## config.mk

```make
export PLATFORM = sky130hd
export DESIGN_NAME = return_stack_flat
export DESIGN_NICKNAME = d
export VERILOG_FILES = /design/src/rtl/return_stack_pkg.sv /design/src/rtl/return_stack_if.sv /design/src/rtl/return_stack_mem.sv /design/src/rtl/return_stack.sv /design/src/flat_wrapper.sv
export SDC_FILE = /design/constraint.sdc
export NUM_CORES = 1
export LEC_CHECK = 0
export ABC_AREA = 0
export CAP_MARGIN = 10
export CORE_ASPECT_RATIO = 1.4
export CORE_MARGIN = 2
export CORE_UTILIZATION = 56
export DETAILED_ROUTE_END_ITERATION = 6
export PLACE_DENSITY = 0.78
export SKIP_LAST_GASP = 1
export SYNTH_ARGS = -nofsm -noshare
export SYNTH_HDL_FRONTEND = slang
export SYNTH_SLANG_ARGS = --single-unit
```

## constraint.sdc

```tcl
create_clock -name clk -period 3 [get_ports clk]
set_input_delay 0.75 -clock clk [delete_from_list [all_inputs] [get_ports clk]]
set_output_delay 0.75 -clock clk [all_outputs]
set_load 0.01 [all_outputs]
```

## src/rtl/return_stack_pkg.sv

```systemverilog
// Shared definitions for the return stack and the processor control unit.
// Holds the ctrl operation encodings and stack-pointer sizing helper.
package return_stack_pkg;

  // Operation select driven by the control unit; one operation per edge.
  typedef enum logic [1:0] {
    HOLD  = 2'b00,
    PUSH  = 2'b01,
    POP   = 2'b10,
    CLEAR = 2'b11
  } ctrl_e;

  localparam int DEFAULT_N     = 8;
  localparam int DEFAULT_DEPTH = 8;

  // The pointer needs one extra bit so that "full" (sp == DEPTH) is representable.
  function automatic int sp_width(input int depth);
    return $clog2(depth) + 1;
  endfunction

endpackage

```

## src/rtl/return_stack_if.sv

```systemverilog
// Control/data bundle between the control unit (master) and the return stack (slave).
interface return_stack_if
  import return_stack_pkg::*;
#(
  parameter int N     = DEFAULT_N,
  parameter int DEPTH = DEFAULT_DEPTH
);
  localparam int SPW = sp_width(DEPTH);

  ctrl_e            ctrl;
  logic [N-1:0]     in;
  logic [N-1:0]     top;
  logic [SPW-1:0]   count;
  logic             empty;
  logic             full;
  logic             err;

  modport master (
    output ctrl, in,
    input  top, count, empty, full, err
  );

  modport slave (
    input  ctrl, in,
    output top, count, empty, full, err
  );

endinterface

```

## src/rtl/return_stack_mem.sv

```systemverilog
// stack_mem: DEPTH x N storage with one falling-edge write port and one
// asynchronous read port. Contents are intentionally not reset.
module stack_mem #(
  parameter int N     = 8,
  parameter int DEPTH = 8,
  parameter int AW    = $clog2(DEPTH)
) (
  input  logic          clk,
  input  logic          we,
  input  logic [AW-1:0] waddr,
  input  logic [N-1:0]  wdata,
  input  logic [AW-1:0] raddr,
  output logic [N-1:0]  rdata
);

  logic [N-1:0] mem [DEPTH];

  always_ff @(negedge clk) begin
    if (we) begin
      mem[waddr] <= wdata;
    end
  end

  assign rdata = mem[raddr];

endmodule

```

## src/rtl/return_stack.sv

```systemverilog
// Hardware return-address stack updated on the falling edge of clk.
// Define RETURN_STACK_ERR_EN to build in the sticky overflow/underflow flag.
module return_stack
  import return_stack_pkg::*;
#(
  parameter int N     = DEFAULT_N,
  parameter int DEPTH = DEFAULT_DEPTH
) (
  input  logic           clk,
  input  logic           rst,
  return_stack_if.slave  bus
);

  localparam int AW  = $clog2(DEPTH);
  localparam int SPW = sp_width(DEPTH);

  logic [SPW-1:0] sp;
  logic [SPW-1:0] sp_next;
  logic           is_empty;
  logic           is_full;
  logic           mem_we;
  logic [AW-1:0]  waddr;
  logic [AW-1:0]  raddr;
  logic [N-1:0]   rdata;

  assign is_empty = (sp == '0);
  assign is_full  = (sp == SPW'(DEPTH));

  // Low pointer bits address storage; sp-1 wraps correctly to DEPTH-1 when full.
  assign waddr  = sp[AW-1:0];
  assign raddr  = sp[AW-1:0] - AW'(1);
  assign mem_we = !rst && (bus.ctrl == PUSH) && !is_full;

  always_comb begin
    sp_next = sp;
    case (bus.ctrl)
      HOLD:  sp_next = sp;
      PUSH:  if (!is_full)  sp_next = sp + SPW'(1);
      POP:   if (!is_empty) sp_next = sp - SPW'(1);
      CLEAR: sp_next = '0;
      default: sp_next = sp;
    endcase
  end

  always_ff @(negedge clk) begin
    if (rst) begin
      sp <= '0;
    end else begin
      sp <= sp_next;
    end
  end

  stack_mem #(
    .N     (N),
    .DEPTH (DEPTH),
    .AW    (AW)
  ) u_mem (
    .clk   (clk),
    .we    (mem_we),
    .waddr (waddr),
    .wdata (bus.in),
    .raddr (raddr),
    .rdata (rdata)
  );

`ifdef RETURN_STACK_ERR_EN
  logic err_q;
  logic err_set;

  assign err_set = ((bus.ctrl == PUSH) && is_full) || ((bus.ctrl == POP) && is_empty);

  always_ff @(negedge clk) begin
    if (rst) begin
      err_q <= 1'b0;
    end else if (bus.ctrl == CLEAR) begin
      err_q <= 1'b0;
    end else if (err_set) begin
      err_q <= 1'b1;
    end
  end

  assign bus.err = err_q;
`else
  assign bus.err = 1'b0;
`endif

  // An empty stack presents 0 so the PC load path never sees stale storage.
  assign bus.top   = is_empty ? '0 : rdata;
  assign bus.count = sp;
  assign bus.empty = is_empty;
  assign bus.full  = is_full;

endmodule

```

## src/flat_wrapper.sv

```systemverilog
// flat-port wrapper written by rule: the top's interface ports become plain ports
module return_stack_flat import return_stack_pkg::*;
#(
  parameter int N     = DEFAULT_N,
  parameter int DEPTH = DEFAULT_DEPTH
)
  (clk, rst, bus_ctrl, bus_in, bus_top, bus_count, bus_empty, bus_full, bus_err);
  return_stack_if #(.N(N), .DEPTH(DEPTH)) bus_i ();
  input  logic clk;
  input  logic rst;
  input wire logic [$bits(bus_i.ctrl)-1:0] bus_ctrl;
  input wire logic [$bits(bus_i.in)-1:0] bus_in;
  output wire logic [$bits(bus_i.top)-1:0] bus_top;
  output wire logic [$bits(bus_i.count)-1:0] bus_count;
  output wire logic [$bits(bus_i.empty)-1:0] bus_empty;
  output wire logic [$bits(bus_i.full)-1:0] bus_full;
  output wire logic [$bits(bus_i.err)-1:0] bus_err;
  assign bus_i.ctrl = bus_ctrl;
  assign bus_i.in = bus_in;
  assign bus_top = bus_i.top;
  assign bus_count = bus_i.count;
  assign bus_empty = bus_i.empty;
  assign bus_full = bus_i.full;
  assign bus_err = bus_i.err;
  return_stack #(.N(N), .DEPTH(DEPTH)) u_core (.clk(clk), .rst(rst), .bus(bus_i));
endmodule
```

Word level (Yosys, flattened, before mapping)
Memories as Yosys holds them, arrays and structs flattened.
Index checks and enable logic that the tools add are counted.
{"block": "totals", "mem_count": 1, "ramBits": 64, "register_bits": 4, "input_bits": 12}
{"block": "classes", "reduce_logical": 7, "n_addsub": 3, "mux": 6, "n_bitwise": 1, "eq_ne": 6}
{"name": "u_core.u_mem.mem", "depth": 8, "word_bits": 8, "rd": 1, "rd_clocked_by_memory_dff": 0, "write_ports": 1, "line": "return_stack_mem.sv:16", "source": "logic [N-1:0] mem [DEPTH];"}
{"operator": "$pmux W4 S3", "n": 1}
{"operator": "$mux W4", "n": 2}
{"operator": "$mux W8", "n": 1}
{"operator": "$add A4 B1 Y4 const B", "n": 1}
{"operator": "$eq A2 B2 Y1 const B", "n": 2}
{"operator": "$eq A4 B4 Y1 const B", "n": 1}
{"operator": "$logic_not A4 Y1", "n": 1}
{"operator": "$ne A2 B2 Y1 const B", "n": 2}
{"operator": "$sub A4 B1 Y4 const B", "n": 1}
{"operator": "$reduce_and A3 Y1", "n": 1}
{"operator": "$sub A3 B1 Y3 const B", "n": 1}
{"operator": "$eq A2 B1 Y1 const B", "n": 1}
{"operator": "$logic_and A1 B1 Y1", "n": 2}
{"operator": "$logic_not A1 Y1", "n": 2}
{"operator": "$logic_not A2 Y1", "n": 1}
{"operator": "$mux W1", "n": 2}
{"operator": "$not A1 Y1", "n": 1}

Logic depth before layout (Yosys ltp)
Gate-level depths: netlist of the first run.
{"block": "logic_depth", "depth_word": 5, "depth_mapped": 8}

Modules after synthesis
A second synthesis of the first run with hierarchy kept.
{"block": "unflattened", "cells_unflattened": 164, "area_unflattened_um2": 2997.9}
{"mod": "stack_mem", "n_inst": 1, "seq_area_each_um2": 1921.8, "cells_each": 107, "area_per_inst_um2": 2534.9}
{"mod": "return_stack", "n_inst": 1, "seq_area_each_um2": 80.1, "cells_each": 57, "area_per_inst_um2": 462.9}

==> results of run 1 <==
-- per-stage QoR --
stage	setup TNS (ns)	util [%]	setup slack, ns	instances
after floorplan	-31.56	-	-0.928	156
after global placement	-71.92	73.4	-1.09	269
after detailed placement	-76.21	73.4	-1.16	269
after CTS	-13.50	85.4	-1.15	362
after global routing	-19.35	86.0	-1.23	363
final	-16.17	86.0	-1.19	363
-- worst paths after layout --
| kind | from | to | slack (ns) | cells past startpoint |
|---|---|---|---|---|
| min reg2reg | u_core.bus.count[1] | u_core.bus.count[1] | 0.69 | 3 |
| max reg2reg | u_core.bus.count[1] | u_core.u_mem.mem[2][1] | 1.08 | 10 |
| max | u_core.bus.count[1] | bus_top[5] | -1.19 | 6 |
| min | u_core.bus.count[1] | u_core.bus.count[1] | 0.69 | 3 |
-- flip-flops by register name (all words and copies together), names as in the netlist --
register / cells
u_core.u_mem.mem: 64
u_core.bus.count: 4
-- layout make-up --
class / instances / area, µm²
Sequential cell: 68 / 2010
Multi-Input combinational cell: 74 / 905
Timing Repair Buffer: 72 / 752
Fill cell: 201 / 684
Clock inverter: 73 / 307
Clock buffer: 9 / 124
Tap cell: 64 / 80.1
Inverter: 3 / 16.3
-- power groups by stage --
stage	Combinational [mW]	Clock [mW]	Sequential [mW]
detailed placement	0.581	0.137	1.09
finish	0.671	1.16	1.08
global route	0.700	1.25	1.08
floorplan	0.345	0.137	1.08
global placement	0.564	0.137	1.08
CTS	0.626	1.11	1.08
-- cell usage after synthesis --
cell type	number	share of area (%)
a21oi_1	5	0.87
nor2b_1	2	0.44
o32ai_1	1	0.31
and3_1	2	0.44
buf_4	2	0.52
xnor2_1	1	0.31
o311a_1	1	0.35
a211o_1	2	0.61
a22o_1	9	2.8
dfxtp_1	4	2.8
a22oi_1	1	0.26
nor2_1	8	1.0
edfxtp_1	64	67
mux4_1	1	0.92
a211oi_1	3	0.79
o21bai_1	1	0.26
nor4b_1	1	0.31
nor3_1	2	0.35
buf_12	1	0.70
and2_1	1	0.22
xnor2_2	1	0.57
nand2_1	6	0.79
mux4_2	15	12
nor2_2	1	0.22
mux2i_1	1	0.35
or3_4	1	0.39
nor3b_1	2	0.52
a211oi_2	1	0.44
buf_6	2	0.79
conb_1	1	0.13
nand2b_1	2	0.44
buf_2	5	0.87
ha_1	2	0.87
inv_1	4	0.52
-- critical path: cells and delay by family (launching register included) --
family / cells / cell delay [ns]
multiplexers: 1 / 0.33
adder cells (fa/ha/maj): 1 / 0.32
buffers and inverters: 3 / 0.36
AO/OA/AOI/OAI: 1 / 0.20
flip-flops: 1 / 0.35
-- logic make-up after synthesis --
kind of cell    synth area share, %
compound gates                 6.64
other cells                   0.131
buf+inv                        3.41
fa+ha+maj                     0.873
xor+xnor                      0.874
mux                            13.1
flops                          69.9
simple gates                   5.15
-- routing by layer --
metal | vias up | GRT usage, %
li1 | 910 | -
met1 | 1039 | 31.0
met2 | 130 | 56.4
met3 | 26 | 10.4
met4 | 0 | 15.5
met5 | - | 0
-- repair_timing --
item                                    CTS  global route
gates resized for setup                  96            13
endpoints found under the setup margin   82            80
hold buffers                              0             0
buffers inserted                         13             4
pin swaps                                14             6
==> qor.yml, run 1 <==
worst_setup_path:
  max_stage_delay_ns: 0.35
  criticalPathCategory: "reg -> out"
  timing.critical_path.cells: "inv_2 > ha_4 > buf_8 > mux4_2 > a22o_1 > buf_2"
  worstPathRequired_ns: 2.25
  crit_path_end_kind: "output pin"
  crit_slowest_cell: "dfxtp_2"
  cp-start-kind: "flip-flop"
  path_max_fanout: 8
  cp_data_arrival_time_ns: 3.44
layout:
  nets: 310
  final_common_cell: "inv_1"
  fin_area_um2: 4200
  area_delta_synth_final_pct: 46.4
  layout_common_cells: "71 x inv_1, 64 x edfxtp_1, 24 x buf_4"
  diodes: 0
  drive_gt1_share_pct: 40.8
clock_network:
  cts_tree: "yes"
  numCtsBuffers: 9
  cts-htree-levels: 3
  clock_sinks: 68
  cts_root_buffer: "clkbuf_8"
  clockBufferDepth: 2
  clkLatencyLatePin_ns: 0.42
  path_clk_slew_ns: 0.03
floorplanning:
  die-area_um2: 5710
  core-area_um2: 4880
  start_util_pct: 58.7
  rows: 30
  num_io_pins: 27
  die_h_um: 88.6
  dieWidth_um: 64.5
sta:
  hold_violations: 0
  clock_skew_ns: 0.0473
  setup_viol: 75
  fin_ws_ns: -1.19
  hold_ws_ns: 0.695
  rsz0062_at_grt: "true"
  drv_slew: 0
power:
  power.density_nw_per_um2: 692
  p_sw_mw: 0.993
  clkPwrFrac_pct: 39.8
  switching_share_pct: 34.2
  vdd_ir_drop_max_uv: 586
  finalPower_mw: 2.90
  combPwrFrac_pct: 23.1
  power.leakage_nw: 1.77
  p_seq_share_pct: 37.1
  p_int_mw: 1.91
global_routing:
  antenna_found_initial: 0
  grt_usage_pct: 30.8
  grt_pass1_wl_um: 12200
  grt_max_degree: 11
  overflow: 0
  grt_pass1_vias: 2366
detailed_routing:
  vias_per_cell: 5.80
  met3WireLength_um: 588
  drc: 0
  dr_wl_met2_um: 4720
  via_count: 2105
  wire_per_inst_um: 22.8
  top_layer: "met4"
  first_pass_iters: 4
  drtIter0Drc: 151
  met1_length_um: 2700
  routed_wl_um: 8290
  ant_nets: 0
synthesis:
  synthesis.area_um2: 2870
  ys_warn_count: 0
  synthCells: 156
  seq_area_frac_synth_pct: 69.9
  ys_seq_elements: 68
  synth.distinct_cells: 34
  syn_area_per_cell_um2: 18.4
  syn-num-nets: 170
min_path:
  min_path_type: "reg -> reg"
run:
  cap_violations: 0
place:
  gp_congestion: 0.801
  io_buffers: 25
  place_area_um2: 3580
  hpwl_um: 4200
outcome:
  violations: "negative setup slack"
  status: "finished with violations"
(Power assumes the default switching activity.)
==> run 2: changes to the inputs <==
Settings changed: CTS_CLUSTER_DIAMETER set to 150, PLACE_DENSITY 0.78 to 0.83.
==> run 2 against run 1 <==
  * The run still ends with negative setup slack left
  * Hold slack hardly changed
  * Critical path depth is 2 higher
  * Via count is 6.1% higher
  * Register-to-register slack better by 0.06 ns
  * Non-clock buffer count is 2 higher
  * Total power is 4.6% higher
==> qor.yml, run 2 (synthesis gave the netlist of run 1 again) <==
outcome:
  status: "finished with violations"
  violations: "negative setup slack"
layout:
  instances_no_fill: 367  # +1.1%
  layout_common_cells: "71 x inv_1, 64 x edfxtp_1, 22 x buf_4"
  nFillCells: 164  # -18%
  seqCellArea_um2: 2010  # +0.12%
  diodes: 0  # unchanged
  nets: 312  # +0.65%
  drive_gt1_share_pct: 42.6  # +1.8 points
  multiInputGateArea_um2: 952  # +5.3%
  top_register: "u_core.u_mem.mem"
  final_common_cell: "inv_1"
  area_delta_synth_final_pct: 50.1
  largest_reg_flops: 64  # unchanged
  final_util_pct: 88.2  # +2.2 points
worst_setup_path:
  crit_slowest_cell: "dfxtp_4"
  worstPathRequired_ns: 2.25  # about the same
  cpLargestDelayFamily: "buffers and inverters"
  crit_path_end_kind: "output pin"
  max_stage_delay_ns: 0.39  # +0.04 ns
  cp.buffers_inverters: 4  # +1
  criticalPathCategory: "reg -> out"
  cp_data_arrival_time_ns: 3.53  # +0.09 ns
  timing.critical_path.cells: "inv_6 > ha_4 > nor3b_4 > buf_4 > nor2_2 > buf_12 > a22o_1 > buf_2"
  worst-r2r-cell-count: 6  # -4
  path_max_fanout: 8  # unchanged
  cp-start-kind: "flip-flop"
  cp_num_cells: 8  # +2
floorplanning:
  core-area_um2: 4880  # unchanged
  num_io_pins: 27  # unchanged
  start_util_pct: 58.7  # unchanged
  dieWidth_um: 64.5  # unchanged
  die_h_um: 88.6  # unchanged
  die-area_um2: 5710  # unchanged
  rows: 30  # unchanged
sta:
  fin_ws_ns: -1.28  # -0.0960 ns
  hold_violations: 0  # unchanged
  clock_skew_ns: 0.0627  # +0.0154 ns
  drv_slew: 0  # unchanged
  rsz0062_at_grt: "true"
  setup_viol: 71  # -5.3%
place:
  io_buffers: 25  # unchanged
  place_ws_ns: -1.18  # -0.0202 ns
  gp_congestion: 0.870  # +8.7%
  dp_cells: 268  # -0.37%
  hpwl_um: 4070  # -3.1%
clock_network:
  clock_sinks: 68  # unchanged
  numCtsBuffers: 9  # unchanged
  path_clk_slew_ns: 0.09  # +0.06 ns
  cts_hold_buf: 0  # unchanged
  cts-htree-levels: 3  # unchanged
  cts_root_buffer: "clkbuf_8"
  clockBufferDepth: 2  # unchanged
  cts_tree: "yes"
  clkLatencyLatePin_ns: 0.46  # +0.04 ns
global_routing:
  grt_pass1_vias: 2477  # +4.7%
  grt_max_degree: 13  # +2
  grt_usage_pct: 36.2  # +5.5 points
  antenna_found_initial: 0  # unchanged
  overflow: 0  # unchanged
  grt_pass1_wl_um: 14000  # +14%
power:
  power.leakage_nw: 1.81  # +1.8%
  power.density_nw_per_um2: 706  # +2.1%
  vdd_ir_drop_max_uv: 670  # +14%
detailed_routing:
  drtIter0Drc: 242  # +60%
  vias_per_cell: 6.09  # +5.0%
  drc: 0  # unchanged
  via_count: 2234  # +6.1%
  routed_wl_um: 9590  # +16%
  wire_per_inst_um: 26.1  # +14%
  first_pass_iters: 5  # +1
  ant_nets: 0  # unchanged
min_path:
  min_path_type: "reg -> reg"
  hold_path_depth: 3  # unchanged
run:
  cap_violations: 0  # unchanged
run 2: cell types whose count changed in the layout (fill, tap and decap cells not counted), moves of 2 or more:
| cell | change |
|---|---|
| buf_2 | +2 |
| inv_4 | +3 |
| buf_4 | -2 |
| inv_6 | +2 |
run 2: path summary, 6_finish.rpt:
| check | from | end | slack [ns] |
|---|---|---|---|
| max | u_core.bus.count[0] | bus_top[6] | -1.28 |
| min | u_core.bus.count[0] | u_core.bus.count[0] | 0.69 |
| max reg2reg | u_core.bus.count[0] | u_core.bus.count[3] | 1.14 |
| min reg2reg | u_core.bus.count[0] | u_core.bus.count[0] | 0.69 |
run 2: worst reg2reg max path, cell delays in order (launching register included):
cell      delay [ns]
dfxtp_4         0.39
buf_6           0.15
buf_4           0.13
buf_4           0.15
or3_4           0.38
a211o_1         0.29
a211oi_2        0.22
run 2: what timing repair did:
action,4_1_cts,5_1_grt
pin swaps,15,10
buffers inserted,17,3
setup endpoints to repair,82,81
resized for setup,109,16
cloned,1,0
run 2: final cells by class:
cell class                 count  share of cell area [%]
clock inverter                75                    7.56
timing repair buffer          74                    18.4
multi-input combinational     74                    22.1
sequential                    68                    46.8
tap                           64                    1.86
inverter                       3                   0.378
clock buffer                   9                    2.88
run 2: per-stage QoR:
stage	hold WS (ns)	setup TNS [ns]	power [mW]	instance area [µm²]
after floorplan	0.660	-31.56	1.57	3020
after global routing	0.708	-18.57	3.18	4300
final	0.695	-16.93	3.04	4300
after detailed placement	0.614	-75.01	1.82	3570
after global placement	0.597	-69.89	1.79	3570
after CTS	0.664	-13.66	2.92	4260
run 2: per-layer routing:
metal | GRT usage, % | up-vias | share of wire (%)
met2 | 62.1 | 196 | 53
met5 | 0 | - | 0
met1 | 37.4 | 1063 | 30
met4 | 24.0 | 0 | 6.4
met3 | 13.0 | 52 | 10
li1 | - | 923 | -
run 2: report_power, final:
group	switching, mW	internal [mW]	total [mW]
sequential	0.0162	1.06	1.08
clock	0.728	0.510	1.24
combinational	0.338	0.384	0.722
total	1.08	1.96	3.04
==> run 3: changes to the inputs <==
Settings changed: ABC_AREA 0 to unset, CORE_MARGIN 2 to 4, TNS_END_PERCENT set to 50.
==> run 3 against run 2 <==
  * Die area rose by 11%
  * Design area up 1.0%
  * The run still ends with negative setup slack left
  * Sequential cell count unchanged
  * Non-clock buffer count up 14
  * Clock skew decreased by 0.0073 ns
  * Clock power rose by 4%
  * Via count increased by 2.1%
==> qor.yml, run 3 (synthesis gave the netlist of run 1 again) <==
global_routing:
  overflow: 0  # unchanged
  grt_usage_pct: 30.6  # -5.7 points
  grt_pass1_wl_um: 13100  # -6.1%
  grt_pass1_vias: 2456  # -0.85%
  antenna_found_initial: 0  # unchanged
  grt_max_degree: 15  # +2
power:
  power.leakage_nw: 1.86  # +3.1%
  p_int_mw: 1.95  # -0.28%
  switching_share_pct: 36.0  # +0.40 points
  p_sw_mw: 1.10  # +1.5%
  clkPwrFrac_pct: 42.2  # +1.4 points
  vdd_ir_drop_max_uv: 573  # -14%
  p_seq_share_pct: 35.3  # -0.2 points
  power.density_nw_per_um2: 701  # -0.69%
  combPwrFrac_pct: 22.5  # -1.3 points
layout:
  drive_gt1_share_pct: 44.2  # +1.6 points
  multiInputGateArea_um2: 918  # -3.5%
  top_register: "u_core.u_mem.mem"
  nFillCells: 187  # +14%
  largest_reg_flops: 64  # unchanged
  area_delta_synth_final_pct: 51.7
  nets: 326  # +4.5%
  seqCellArea_um2: 2010  # -0.12%
  final_common_cell: "inv_1"
  fin_area_um2: 4350  # +1.0%
  layout_common_cells: "69 x inv_1, 64 x edfxtp_1, 32 x buf_6"
  final_util_pct: 88.4  # +0.24 points
  diodes: 0  # unchanged
worst_setup_path:
  worstPathRequired_ns: 2.25  # about the same
  cp-start-kind: "flip-flop"
  worst-r2r-cell-count: 9  # +3
  criticalPathCategory: "reg -> out"
  cp_data_arrival_time_ns: 3.44  # -0.09 ns
  crit_path_end_kind: "output pin"
  reg2reg_setup_slack_ns: 0.90  # -0.24 ns
  path_max_fanout: 8  # unchanged
sta:
  hold_ws_ns: 0.660  # -0.0345 ns
  timing.setup.tns_ns: -30.09  # -13.16 ns
  setup_viol: 81  # +14%
  clock_skew_ns: 0.0554  # -0.00735 ns
  rsz0062_at_grt: "true"
  drv_slew: 0  # unchanged
  fin_ws_ns: -1.19  # +0.0969 ns
  hold_violations: 0  # unchanged
floorplanning:
  start_util_pct: 58.3  # -0.45 points
  die-area_um2: 6340  # +11%
  num_io_pins: 27  # unchanged
  core-area_um2: 4920  # +0.77%
  dieWidth_um: 68.5  # +6.2%
  die_h_um: 92.6  # +4.5%
  rows: 30  # unchanged
place:
  gp_congestion: 0.841  # -3.4%
  place_ws_ns: -1.16  # +0.0151 ns
  io_buffers: 25  # unchanged
  hpwl_um: 4190  # +3.0%
  place_area_um2: 3510  # -1.7%
clock_network:
  numCtsBuffers: 9  # unchanged
  clkLatencyLatePin_ns: 0.45  # about the same
  cts-htree-levels: 3  # unchanged
  clockBufferDepth: 2  # unchanged
  cts_hold_buf: 0  # unchanged
  path_clk_slew_ns: 0.07  # -0.02 ns
  cts_root_buffer: "clkbuf_8"
  clock_sinks: 68  # unchanged
  cts_tree: "yes"
min_path:
  hold_path_depth: 3  # unchanged
  min_path_type: "reg -> reg"
detailed_routing:
  vias_per_cell: 5.99  # -1.6%
  ant_nets: 0  # unchanged
  first_pass_iters: 4  # -1
  wire_per_inst_um: 25.5  # -2.6%
  routed_wl_um: 9700  # +1.1%
  drtIter0Drc: 182  # -25%
  drc: 0  # unchanged
  via_count: 2282  # +2.1%
outcome:
  violations: "negative setup slack"
  status: "finished with violations"
run:
  cap_violations: 0  # unchanged
-- run 3: cell count changes in the layout (fill, tap and decap cells not counted), sizes merged --
cell	change
inv	-2
buf	+14
clkinv	+2
-- run 3: power groups by stage --
stage	sequential [mW]	clock, mW	combinational [mW]
floorplan	1.08	0.137	0.338
global placement	1.09	0.137	0.557
detailed placement	1.09	0.137	0.572
CTS	1.08	1.17	0.614
global route	1.07	1.43	0.714
finish	1.08	1.29	0.686
-- run 3: per-layer routing --
layer | vias to the layer above | global-route usage [%] | share of wire (%)
met3 | 44 | 11.4 | 8.3
met1 | 1145 | 32.5 | 33
li1 | 946 | - | -
met2 | 147 | 48.8 | 54
met4 | 0 | 20.4 | 5.3
met5 | - | 0 | 0
-- run 3: layout make-up --
cell class	instances	share of cell area [%]
inverter	3	0.374
clock inverter	75	7.77
sequential	68	46.3
clock buffer	9	2.85
multi-input combinational	74	21.1
timing repair buffer	88	19.7
tap	64	1.84
-- run 3: final timing paths --
check	start	to
worst min register to register	u_core.bus.count[1]	u_core.bus.count[1]
worst max-delay path	u_core.bus.count[1]	bus_top[7]
worst max register to register	u_core.bus.count[1]	u_core.u_mem.mem[0][1]
worst min-delay path	u_core.bus.count[1]	u_core.bus.count[1]
-- run 3: worst max-delay path: stages, from the launching register on --
cell and delay, ns:
dfxtp_2 0.35, inv_2 0.06, ha_4 0.31, buf_8 0.15, mux4_2 0.30, a22o_1 0.21
buf_2 0.14
-- run 3: repair_timing --
action | in CTS | in global routing
setup buffers | 14 | 11
endpoints found under the setup margin | 82 | 79
resized for setup | 107 | 31
pin swaps | 10 | 10
-- run 3: metrics by stage --
stage | instances | power, mW
floorplan | 156 | 1.56
global route | 381 | 3.22
CTS | 373 | 2.86
finish | 381 | 3.05
detailed placement | 277 | 1.80
global placement | 277 | 1.78
